==> config.mk <==
export PLATFORM = sky130hd
export DESIGN_NAME = wide_add_sequencer
export DESIGN_NICKNAME = d
export VERILOG_FILES = /design/src/rtl/wide_add_sequencer_pkg.sv /design/src/rtl/s16_bit_adder.sv /design/src/rtl/wide_add_sequencer.sv
export SDC_FILE = /design/constraint.sdc
export NUM_CORES = 1
export LEC_CHECK = 0
export ABC_AREA = 1
export ABC_CLOCK_PERIOD_IN_PS = 6450
export CELL_PAD_IN_SITES_DETAIL_PLACEMENT = 0
export CELL_PAD_IN_SITES_GLOBAL_PLACEMENT = 2
export CORE_MARGIN = 2
export CORE_UTILIZATION = 34
export CTS_CLUSTER_DIAMETER = 40
export DETAILED_ROUTE_END_ITERATION = 7
export PLACE_DENSITY = 0.84
export SLEW_MARGIN = 20
export SYNTH_ARGS = -nofsm -noshare
export SYNTH_HDL_FRONTEND = slang
export SYNTH_SLANG_ARGS = --single-unit
export TNS_END_PERCENT = 10
==> constraint.sdc <==
create_clock -name clk -period 6.45 [get_ports clk]
set_clock_uncertainty 0.1 [all_clocks]
set_input_delay 1.935 -clock clk [delete_from_list [all_inputs] [get_ports clk]]
set_output_delay 1.935 -clock clk [all_outputs]
set_load 0.05 [all_outputs]
==> src/rtl/wide_add_sequencer_pkg.sv <==
`default_nettype none
// ============================================================================
//  Module      : wide_add_sequencer_pkg
//  Description : Shared definitions for the wide add sequencer: FSM state
//                encoding, datapath word width and the legal WORDS range.
//  Contents    : state_e   - IDLE / RUN / DONE encoding
//                WORD_W    - width of one datapath word (16)
//                words_legal() - range check for the WORDS parameter
//  Revision    : 1.0 - initial release
// ============================================================================
package wide_add_sequencer_pkg;

  localparam int WORD_W    = 16;
  localparam int MIN_WORDS = 2;
  localparam int MAX_WORDS = 16;

  typedef enum logic [1:0] {
    IDLE = 2'd0,
    RUN  = 2'd1,
    DONE = 2'd2
  } state_e;

  // Elaboration-time check used by the top to reject out-of-range WORDS.
  function automatic bit words_legal(input int words);
    return (words >= MIN_WORDS) && (words <= MAX_WORDS);
  endfunction

endpackage
`default_nettype wire

==> src/rtl/s16_bit_adder.sv <==
`default_nettype none
// ============================================================================
//  Module      : s16_bit_adder
//  Description : 16-bit combinational adder with carry-in and carry-out.
//                Word datapath shared by the wide add sequencer.
//  Ports       : a, b       in  16  addends
//                carry_in   in   1  carry into bit 0
//                sum        out 16  a + b + carry_in (mod 2^16)
//                carry_out  out  1  carry out of bit 15
//  Revision    : 1.0 - initial release
// ============================================================================
module s16_bit_adder (
  input  logic [15:0] a,
  input  logic [15:0] b,
  input  logic        carry_in,
  output logic [15:0] sum,
  output logic        carry_out
);

  assign {carry_out, sum} = {1'b0, a} + {1'b0, b} + {16'd0, carry_in};

endmodule
`default_nettype wire

==> src/rtl/wide_add_sequencer.sv <==
`default_nettype none
// ============================================================================
//  Module      : wide_add_sequencer
//  Description : Performs a (WORDS*16)-bit addition by stepping one shared
//                s16_bit_adder across the operands, least significant word
//                first, with the inter-word carry held in a register.
//                start/busy/done handshake, registered result.
//  Parameters  : WORDS      number of 16-bit words per operand (2..16)
//  Ports       : clk        in   1  rising-edge clock
//                rst_n      in   1  asynchronous active-low reset
//                start      in   1  request; sampled only in IDLE
//                a, b       in   W  operands, latched on accepted start
//                carry_in   in   1  carry into word 0 (borrow-in when sub=1)
//                sub        in   1  subtract select (WIDE_SUB_EN builds only)
//                sum        out  W  registered result
//                carry_out  out  1  carry out of the top word
//                overflow   out  1  signed overflow of the full result
//                busy       out  1  high in RUN and DONE
//                done       out  1  one-cycle completion pulse
//  Build macro : WIDE_SUB_EN - adds the sub port and A - B - borrow mode
//  Revision    : 1.0 - initial release
// ============================================================================
module wide_add_sequencer
  import wide_add_sequencer_pkg::*;
#(
  parameter  int WORDS = 4,
  localparam int W     = WORD_W * WORDS
) (
  input  logic         clk,
  input  logic         rst_n,
  input  logic         start,
  input  logic [W-1:0] a,
  input  logic [W-1:0] b,
  input  logic         carry_in,
`ifdef WIDE_SUB_EN
  input  logic         sub,
`endif
  output logic [W-1:0] sum,
  output logic         carry_out,
  output logic         overflow,
  output logic         busy,
  output logic         done
);

  localparam int                IDX_W    = $clog2(WORDS);
  localparam int                WORD_SH  = $clog2(WORD_W);
  localparam logic [IDX_W-1:0]  LAST_IDX = IDX_W'(WORDS - 1);

  generate
    if (!words_legal(WORDS)) begin : g_words_illegal
      $error("wide_add_sequencer: WORDS must be in 2..16");
    end
  endgenerate

  // --------------------------------------------------------------------------
  // Effective operand B and initial carry. Subtraction is A + ~B + ~borrow,
  // so inversion is folded in before latching and the RUN datapath is the
  // same for both modes.
  // --------------------------------------------------------------------------
  logic [W-1:0] b_eff_in;
  logic         carry_init;

`ifdef WIDE_SUB_EN
  assign b_eff_in   = sub ? ~b : b;
  assign carry_init = carry_in ^ sub;
`else
  assign b_eff_in   = b;
  assign carry_init = carry_in;
`endif

  // --------------------------------------------------------------------------
  // State
  // --------------------------------------------------------------------------
  state_e           state_q,     state_d;
  logic [IDX_W-1:0] idx_q,       idx_d;
  logic [W-1:0]     a_q,         a_d;
  logic [W-1:0]     b_q,         b_d;
  logic             carry_q,     carry_d;
  logic [W-1:0]     sum_q,       sum_d;
  logic             carry_out_q, carry_out_d;
  logic             overflow_q,  overflow_d;
  logic             busy_q,      busy_d;
  logic             done_q,      done_d;

  // --------------------------------------------------------------------------
  // Word datapath: select word idx of each latched operand.
  // --------------------------------------------------------------------------
  logic [IDX_W+WORD_SH-1:0] word_lsb;
  logic [WORD_W-1:0]        a_word;
  logic [WORD_W-1:0]        b_word;
  logic [WORD_W-1:0]        add_sum;
  logic                     add_cout;

  assign word_lsb = {idx_q, {WORD_SH{1'b0}}};
  assign a_word   = a_q[word_lsb +: WORD_W];
  assign b_word   = b_q[word_lsb +: WORD_W];

  s16_bit_adder u_word_adder (
    .a         (a_word),
    .b         (b_word),
    .carry_in  (carry_q),
    .sum       (add_sum),
    .carry_out (add_cout)
  );

  // --------------------------------------------------------------------------
  // Next-state logic
  // --------------------------------------------------------------------------
  always_comb begin
    state_d     = state_q;
    idx_d       = idx_q;
    a_d         = a_q;
    b_d         = b_q;
    carry_d     = carry_q;
    sum_d       = sum_q;
    carry_out_d = carry_out_q;
    overflow_d  = overflow_q;

    case (state_q)
      IDLE: begin
        if (start) begin
          a_d     = a;
          b_d     = b_eff_in;
          carry_d = carry_init;
          idx_d   = '0;
          state_d = RUN;
        end
      end
      RUN: begin
        // Only the current word is written; higher words keep the previous
        // operation's values until their turn comes.
        sum_d[word_lsb +: WORD_W] = add_sum;
        carry_d                   = add_cout;
        idx_d                     = idx_q + 1'b1;
        if (idx_q == LAST_IDX) begin
          carry_out_d = add_cout;
          // Operand sign bits are the top bits of the latched words; the
          // result sign is the MSB of the top word being written now.
          overflow_d  = (a_q[W-1] == b_q[W-1]) && (add_sum[WORD_W-1] != a_q[W-1]);
          state_d     = DONE;
        end
      end
      DONE: begin
        state_d = IDLE;
      end
      default: begin
        state_d = IDLE;
      end
    endcase

    busy_d = (state_d != IDLE);
    done_d = (state_d == DONE);
  end

  // --------------------------------------------------------------------------
  // Registers
  // --------------------------------------------------------------------------
  always_ff @(posedge clk or negedge rst_n) begin
    if (!rst_n) begin
      state_q     <= IDLE;
      idx_q       <= '0;
      a_q         <= '0;
      b_q         <= '0;
      carry_q     <= 1'b0;
      sum_q       <= '0;
      carry_out_q <= 1'b0;
      overflow_q  <= 1'b0;
      busy_q      <= 1'b0;
      done_q      <= 1'b0;
    end else begin
      state_q     <= state_d;
      idx_q       <= idx_d;
      a_q         <= a_d;
      b_q         <= b_d;
      carry_q     <= carry_d;
      sum_q       <= sum_d;
      carry_out_q <= carry_out_d;
      overflow_q  <= overflow_d;
      busy_q      <= busy_d;
      done_q      <= done_d;
    end
  end

  assign sum       = sum_q;
  assign carry_out = carry_out_q;
  assign overflow  = overflow_q;
  assign busy      = busy_q;
  assign done      = done_q;

endmodule
`default_nettype wire

* Word level (Yosys, flattened, before mapping)
Index checks and enable logic that the tools add are counted. W data, S select, Z words.
Operators by class: add/subtract/negate cells 4, equal/unequal tests 6, shifts and indexed selects 4, mux-type cells 8, reductions and logical operators 7
Operator list (count):
- $shiftx A64 B7 Y16 | 2
- $bwmux W64 | 1
- $shift A16 B8 Y64 const A | 1
- $shiftx A16 B8 Y64 | 1
- $add A16 B16 Y17 | 1
- $add A17 B1 Y17 | 1
- $neg A6 Y8 | 1
- $pmux W2 S2 | 2
- $mux W2 | 3
- $reduce_and A2 Y1 | 3
- $eq A2 B2 Y1 const B | 2
- $reduce_bool A2 Y1 | 2
- $add A2 B1 Y2 const B | 1
- $eq A2 B1 Y1 const B | 1
- $logic_not A2 Y1 | 1
- $ne A2 B2 Y1 const B | 1
- $pmux W1 S2 | 1
- $eq A1 B1 Y1 | 1
- $logic_and A1 B1 Y1 | 1
- $mux W1 | 1
- $ne A1 B1 Y1 | 1
Storage, ports and cells: bits in registers 201, input bits 132, output and inout bits 68

* Logic depth before layout (Yosys ltp)
Gate-level depths: netlist of run 1.
depth after elaboration 5, mapped depth 17

* Modules after synthesis
From an unflattened synthesis of run 1, not the netlist that was laid out.
Second synthesis, totals: cells, all modules 1327, area total of the unflattened synthesis 10279.9 µm²
Modules (own cells, without submodules):
- wide_add_sequencer | instances 1, cells each 1143, area an instance 9293.9 µm², seq. area each 5029.8 µm²
- s16_bit_adder | instances 1, cells each 184, area an instance 985.9 µm², seq. area each 0.0 µm²

* Least setup slack after synthesis of run 1
No wires, ideal clock.
kind input port to flip-flop, from input port start, to register a_q[16], data arrival time 2682 ps, setup slack 3541 ps, stages 4, buffers on the path 2, cells stage by stage nand2_2 > buf_4 > buf_2 > mux2_1
On the way: word-level cells in the longest chain between the ends 1
RTL lines:
- start, declared | RTL line wide_add_sequencer.sv:31 | input logic start,
- $reduce_and A2 Y1 (no line)
- end signal, assigned | RTL line wide_add_sequencer.sv:162 | a_q <= '0;
- end signal, assigned | RTL line wide_add_sequencer.sv:173 | a_q <= a_d;
- end, declared | RTL line wide_add_sequencer.sv:76 | logic [W-1:0] a_q, a_d;
No other way between the ends. A chain may end at the register's enable or synchronous reset.

* Final worst setup path of run 1
from register idx_q[0], to register sum_q[24] (netlist: sum[24])
On the way: word-level cells in the longest chain between the ends 5
RTL lines:
- start, declared | RTL line wide_add_sequencer.sv:75 | logic [IDX_W-1:0] idx_q, idx_d;
- start signal, assigned | RTL line wide_add_sequencer.sv:172 | idx_q <= idx_d;
- $shiftx A64 B7 Y16 (on tied branches) | RTL line wide_add_sequencer.sv:95, wide_add_sequencer.sv:96
- $add A16 B16 Y17 | RTL line s16_bit_adder.sv:20 | assign {carry_out, sum} = {1'b0, a} + {1'b0, b} + {16'd0, carry_in};
- $add A17 B1 Y17 | RTL line s16_bit_adder.sv:20
- $shiftx A16 B8 Y64 | RTL line wide_add_sequencer.sv:132 | sum_d[word_lsb +: WORD_W] = add_sum;
- $bwmux W64 (*) | RTL line wide_add_sequencer.sv:132
- end signal, assigned | RTL line wide_add_sequencer.sv:176 | sum_q <= sum_d;
- end, declared | RTL line wide_add_sequencer.sv:79 | logic [W-1:0] sum_q, sum_d;
Every way passes the cells marked *; elsewhere a longest branch is shown, timed or not.

==> results of run 1 <==
[worst register-to-register path: stages (launching register included)]
cell     delay (ns)
dfrtp_2        0.90
inv_2          0.55
o21ai_0        0.29
o22ai_1        0.12
fa_1           0.45
fa_1           0.42
nand3_1        0.10
nand2_1        0.13
nand2_1        0.09
nand2_1        0.07
xor2_1         0.19
nand2_1        0.09
nor2_1         0.19
nand2_1        0.07
nand2_1        0.09
[layer usage]
layer / GRT usage / part of all wire
met1: 0.263 / 0.48
met2: 0.285 / 0.45
met3: 0.0412 / 0.063
met4: 0.0435 / 0.014
met5: 0 / 0.00049
[sequential cells by signal, indices dropped and copies added, names as in the netlist]
name       cells
overflow       1
busy           1
sum           64
carry_out      1
idx_q          2
carry_q        1
done           1
b_q           64
state_q        2
a_q           64
[worst min path at each step]
stage | end | slack, ns | cells after the start
3_5_place_dp | sum[13]$_DFFE_PN0P_ | 0.37 | 2
6_report | sum[23]$_DFFE_PN0P_ | 0.38 | 2
5_1_grt | sum[47]$_DFFE_PN0P_ | 0.40 | 2
4_1_cts | sum[47]$_DFFE_PN0P_ | 0.38 | 2
2_1_floorplan | a_q[16]$_DFFE_PN0P_ | 0.36 | 1
3_3_place_gp | sum[15]$_DFFE_PN0P_ | 0.37 | 2
[through the flow]
step	setup slack (ns)	area [µm²]	instances	utilization	hold WS [ns]
after floorplan	3.54	9460	946	-	0.359
after global placement	2.50	11800	1481	0.426	0.365
after detailed placement	2.51	11800	1481	0.426	0.367
after CTS	2.53	13000	1547	0.471	0.382
after global routing	2.06	13000	1549	0.472	0.399
final	2.55	13000	1551	0.472	0.379
[layout make-up]
cell class              instances  area [µm²]  area share
multi-input cells             644        4010       0.308
clock inverters                18         176      0.0136
diodes                          3        7.51    0.000577
repair buffers                206        2070       0.159
inverters                      53         199      0.0153
clock buffers                  48        1050      0.0807
well taps                     378         473      0.0363
flip-flops and latches        201        5030       0.387
[cells in the mapped netlist (5+ instances only)]
cell type	count	area, µm²
nand2_1	212	796
dfrtp_1	201	5030
mux2_2	122	1370
nor2_1	85	319
o21ai_0	82	410
inv_1	52	195
o22ai_1	32	200
nand3_1	28	140
ha_1	21	263
clkbuf_1	20	75.1
buf_2	16	80.1
nand4_1	14	87.6
a21oi_1	12	60.1
buf_4	9	67.6
a22o_1	6	52.6
nor3_1	5	25.0
[logic make-up after synthesis]
logic type,share of synthesized area
AOI/OAI and AO/OA,0.0797
buffers and inverters,0.0458
and+or+nand+nor,0.154
xor gates and xnor gates,0.00648
DFF,0.532
muxes,0.150
adders and majority gates,0.0320
==> summary.md, run 1 <==
| Metric | Value |
|---|---|
| Final routed DRC violation total | 0 |
| Max Clk Rate | 256 MHz |
| Congestion Overflow GR | 0 |
| Max Fanout on Critical Path | 48 |
| Worst setup startpoint | idx_q[0]$_DFFE_PN0P_ |
| Post-synth EDFFs | 0 |
| Top FF cell, synth | dfrtp_1 |
| Share of the cycle needed by the critical path after routing | 0.605 |
| Crit path cell chain | inv_2, o21ai_0, o22ai_1, fa_1, fa_1, nand3_1, nand2_1, nand2_1, nand2_1, xor2_1, nand2_1, nor2_1, nand2_1, nand2_1 |
| Async SR Flop Fraction | 1.00 |
| Number of nets produced by synthesis | 1101 |
| Type of the tightest min-delay check | reg -> reg |
| Initial antenna violation count | 3 |
| Pin count of the biggest net entering global routing | 134 |
| Startpoint Class | flop |
| Cell with the biggest individual delay on the critical path | dfrtp_2 |
| Endpoint of the most critical register-to-register path | sum[24]$_DFFE_PN0P_ |
| Flops & latches, synth | 201 |
| Avg Synthesized Cell Area | 10.0 µm² |
| Most common cell after layout, fill and taps aside | nand2_1 |
| Clock Sink Count | 201 |
| Startpoint of the worst hold path | sum[23]$_DFFE_PN0P_ |
| Unique cell type count in the Yosys netlist | 29 |
| Cell repeated most along the worst path | nand2_1 |
| Layout cells sized above 1 | 0.172 |
| Setup TNS | 0 ns |
| CTS tree | built |
| Rel. slew slack | 0.309 |
| Root Driver | clkbuf_16 |
| GP Congestion | 0.759 |
| Setup bufs post-CTS | 0 |
| Wire per inst | 17.1 µm |
| R2r worst-path depth | 14 |
| Worst endpoint required time | 6.78 ns |
| Number of H-tree levels | 2 |
| Outcome | completed |
| Worst-case clock buffer depth | 3 |
| Critical Path End Type | flop |
| Mapped Area | 9460 µm² |
| Num rows | 61 |
| Starting utilization of the core area | 0.343 |
| Commonest cells after routing, fill and taps aside | nand2_1, dfrtp_1, clkdlybuf4s50_1 |
| Synth Warn # | 0 |
| Max_cap viols | 0 |
| Reg clk slew, reported paths | 0.05 ns |
| Top-Level Pins | 200 |
| CTS-repair resized insts | 0 |
| TritonCTS buffer count | 37 |
| Buffers plus inverters on the worst setup path | 1 |
| Horizontal extent of the die | 171 µm |
| Maximum cell stage delay along the critical path | 0.90 ns |
| Via count of the first global-routing pass | 7598 |
| Count of pins over their slew limit | 0 |
| Area Growth Syn to Fin | 37.6% |
| Largest delay contributor family on the critical path | flip-flops |
| GRT Resource Usage Total | 0.184 |
| Number of gates on the worst path with buffers counted | 14 |
| Classification of the worst setup path | reg -> reg |
| Sequential area share after synthesis | 0.532 |
| Fill cells | 2645 |
| Final-report hold violation count | 0 |
| RSZ-0062 raised after global routing | no |
| Average via count per standard cell | 4.83 |
| Routed wire length | 26500 µm |
| Arrival time at the worst endpoint | 4.23 ns |
| Setup violators final | 0 |
| Clk_lat worst skew | 0.50 ns |
| Length of the first detailed-routing pass in iterations | 5 |
| Remaining antenna violation count after routing | 0 |
| Overall via count from detail_route | 7492 |
| Reg-to-reg slack, setup | 2.55 ns |
| Die extent in y | 171 µm |
| Starting DRT DRC Count | 412 |
| Core box area | 27600 µm² |
| Worst-margin pin slew | 1.04 ns |
| Nets | 1298 |
| I/O Buffers | 199 |
| CTS hold repair buffers | 0 |
| Min Clock Period, post-route | 3.90 ns |
| Dpl hpwl | 18600 µm |
| Critical Path Sink | sum[24]$_DFFE_PN0P_ |
| Die Area | 29200 µm² |
| Synthesized instance count | 946 |
| Launching point of the worst reg2reg path | idx_q[0]$_DFFE_PN0P_ |
| First-pass GRT wire length | 41900 µm |
Power of run 1 is not shown: default switching activity piles up to over one toggle a cycle in this logic, so the estimate is an artifact.
==> run 2: changes to the inputs <==
--- a/config.mk
+++ b/config.mk
@@ -6,14 +6,14 @@
 export NUM_CORES = 1
 export LEC_CHECK = 0
 export ABC_AREA = 1
-export ABC_CLOCK_PERIOD_IN_PS = 6450
+export ABC_CLOCK_PERIOD_IN_PS = 4100
 export CELL_PAD_IN_SITES_DETAIL_PLACEMENT = 0
 export CELL_PAD_IN_SITES_GLOBAL_PLACEMENT = 2
 export CORE_MARGIN = 2
-export CORE_UTILIZATION = 34
+export CORE_UTILIZATION = 32
 export CTS_CLUSTER_DIAMETER = 40
 export DETAILED_ROUTE_END_ITERATION = 7
-export PLACE_DENSITY = 0.84
+export PLACE_DENSITY = 0.79
 export SLEW_MARGIN = 20
 export SYNTH_ARGS = -nofsm -noshare
 export SYNTH_HDL_FRONTEND = slang
==> constraint.sdc (replaced) <==
create_clock -name clk -period 4.1 [get_ports clk]
set_clock_uncertainty 0.1 [all_clocks]
set_input_delay 1.23 -clock clk [delete_from_list [all_inputs] [get_ports clk]]
set_output_delay 1.23 -clock clk [all_outputs]
set_load 0.05 [all_outputs]
==> run 2 against run 1 <==
  * Routed wire length up 2.0%
  * Non-clock buffer count increased by 12
  * Global-route usage fell by 0.56 points
  * Fmax up 18%
  * Final area rose by 0.67%
==> summary.md, run 2 (synthesized netlist as in run 1, its figures left out) <==
| Metric | Value |
|---|---|
| Launching point of the worst reg2reg path | idx_q[0]$_DFFE_PN0P_ |
| Arrival time at the worst endpoint | 3.63 ns (-0.60 ns) |
| Starting DRT DRC Count | 392 (-4.9%) |
| Critical Path End Type | flop |
| Die extent in y | 176 µm (+3.0%) |
| Outcome | completed |
| Starting utilization of the core area | 0.327 (-0.0164) |
| Global routing usage on met1 | 0.262 (-0.00122) |
| Min Clock Period, post-route | 3.30 ns (-0.601 ns) |
| GRT Resource Usage Total | 0.179 (-0.00558) |
| Die Area | 30900 µm² (+6.1%) |
| Setup violators final | 0 (unchanged) |
| TritonCTS buffer count | 35 (-5.4%) |
| Pin count of the biggest net entering global routing | 84 (-37%) |
| Cell with the biggest individual delay on the critical path | fa_1 |
| Non-filler instance count after layout | 1565 (+0.90%) |
| Area Growth Syn to Fin | 38.5% |
| Setup bufs post-CTS | 0 (unchanged) |
| CTS-repair resized insts | 0 (unchanged) |
| Max_cap viols | 0 (unchanged) |
| Root Driver | clkbuf_16 |
| Average via count per standard cell | 4.74 (-1.8%) |
| I/O Buffers | 199 (unchanged) |
| Num rows | 62 (+1.6%) |
| Routed wire length | 27000 µm (+2.0%) |
| Startpoint Class | flop |
| Placed Cells | 1500 (+1.3%) |
| Remaining antenna violation count after routing | 0 (unchanged) |
| Number of H-tree levels | 2 (unchanged) |
| Reg clk slew, reported paths | 0.05 ns (about the same) |
| Fill cells | 2751 (+4.0%) |
| Buffers plus inverters on the worst setup path | 1 (unchanged) |
| Dpl hpwl | 19600 µm (+5.5%) |
| Share of the cycle needed by the critical path after routing | 0.805 (+0.200) |
| Worst-margin pin slew | 0.703 ns (-0.334 ns) |
| Commonest cells after routing, fill and taps aside | nand2_1, dfrtp_1, clkdlybuf4s50_1 |
| Number of cells traversed by the worst hold path | 2 (unchanged) |
| Clock Sink Count | 201 (unchanged) |
| Placement Cell Area | 11900 µm² (+1.1%) |
| Grt met2 use | 0.269 (-0.0160) |
| Maximum cell stage delay along the critical path | 0.44 ns (-0.46 ns) |
| Setup Slack @ Placement | 0.793 ns (-1.71 ns) |
| Classification of the worst setup path | reg -> reg |
| Congestion Overflow GR | 0 (unchanged) |
| Setup TNS | 0 ns (unchanged) |
| Initial antenna violation count | 2 (-1) |
| Final-report hold violation count | 0 (unchanged) |
| Startpoint of the worst hold path | sum[1]$_DFFE_PN0P_ |
| CTS hold repair buffers | 0 (unchanged) |
| Worst setup startpoint | idx_q[0]$_DFFE_PN0P_ |
| Most common cell after layout, fill and taps aside | nand2_1 |
| Core box area | 28900 µm² (+5.0%) |
| Horizontal extent of the die | 176 µm (+3.0%) |
| Crit path cell chain | buf_4, o21ai_0, o22ai_1, fa_1, fa_1, nand3_1, nand2_1, nand2_1, nand2_1, xor2_1, nand2_1, nor2_1, nand2_1, nand2_1 |
| Max Fanout on Critical Path | 61 (+27%) |
| Max Clk Rate | 303 MHz (+18%) |
| Length of the first detailed-routing pass in iterations | 5 (unchanged) |
| GP Congestion | 0.777 (+2.3%) |
| RSZ-0062 raised after global routing | no |
| Largest delay contributor family on the critical path | simple AND/OR/NAND/NOR gates |
| Type of the tightest min-delay check | reg -> reg |
| Final worst-path setup slack | 0.799 ns (-1.75 ns) |
| Reg-to-reg slack, setup | 0.80 ns (-1.75 ns) |
| Top-Level Pins | 200 (unchanged) |
| Worst-case clock buffer depth | 3 (unchanged) |
| Wire per inst | 17.3 µm (+1.1%) |
| Count of pins over their slew limit | 0 (unchanged) |
| Rel. slew slack | 0.531 (+0.223) |
| Via count of the first global-routing pass | 7755 (+2.1%) |
| CTS tree | built |
| Worst endpoint required time | 4.43 ns (-2.35 ns) |
| Clk_lat worst skew | 0.50 ns (about the same) |
| Number of gates on the worst path with buffers counted | 14 (unchanged) |
| Overall via count from detail_route | 7425 (-0.89%) |
| GRT Max-Usage Layer | met2 |
| Cell repeated most along the worst path | nand2_1 |
| Nets | 1308 (+0.77%) |
| Post-route cell area | 13100 µm² (+0.67%) |
| Final routed DRC violation total | 0 (unchanged) |
| First-pass GRT wire length | 43300 µm (+3.5%) |
| Met3 demand-to-capacity share in global routing | 0.0387 (-0.00243) |
| Layout cells sized above 1 | 0.179 (+0.00717) |
| R2r worst-path depth | 14 (unchanged) |
==> run 2: cell types whose count changed in the layout (fill, tap and decap cells not counted), sizes merged <==
cell    previous run  this run
clkinv             9         6
inv               57        56
bufinv             2         3
buf                7        19
diode              3         2
==> run 2: final timing paths <==
check | end
min | sum[1]$_DFFE_PN0P_
min reg2reg | sum[1]$_DFFE_PN0P_
min in group asynchronous | sum[52]$_DFFE_PN0P_
max in group asynchronous | a_q[45]$_DFFE_PN0P_
max | sum[22]$_DFFE_PN0P_
max reg2reg | sum[22]$_DFFE_PN0P_
==> run 2: cell type report <==
type | count | area [µm²] | area share
antenna | 2 | 5.00 | 0.000382
clock buffer | 48 | 1040 | 0.0792
clock inverter | 15 | 176 | 0.0135
inverter | 53 | 199 | 0.0152
multi-input combinational | 644 | 4010 | 0.306
sequential | 201 | 5030 | 0.384
tap | 384 | 480 | 0.0367
timing repair buffer | 218 | 2160 | 0.165
==> run 2: worst reg2reg max path: cells and delay by family, from the launching register on <==
kind	cells	cell delay (ns)
XOR/XNOR	1	0.26
adder cells (fa/ha/maj)	2	0.86
AND/OR/NAND/NOR	8	0.91
flip-flops	1	0.40
buffers and inverters	1	0.30
AO/OA/AOI/OAI	2	0.40
==> run 2: stage by stage <==
stage,hold WS [ns],util
final,0.378,0.453
after global routing,0.401,0.453
after CTS,0.379,0.453
after detailed placement,0.366,0.411
after global placement,0.365,0.411
after floorplan,0.359,-
==> run 2: per-layer routing <==
metal  part of all wire  routed length [µm]
met1               0.49               13100
met2               0.43               11700
met3              0.061                1650
met4              0.018                 475
met5            0.00059                  16
Power of run 2 is left out for the same reason.
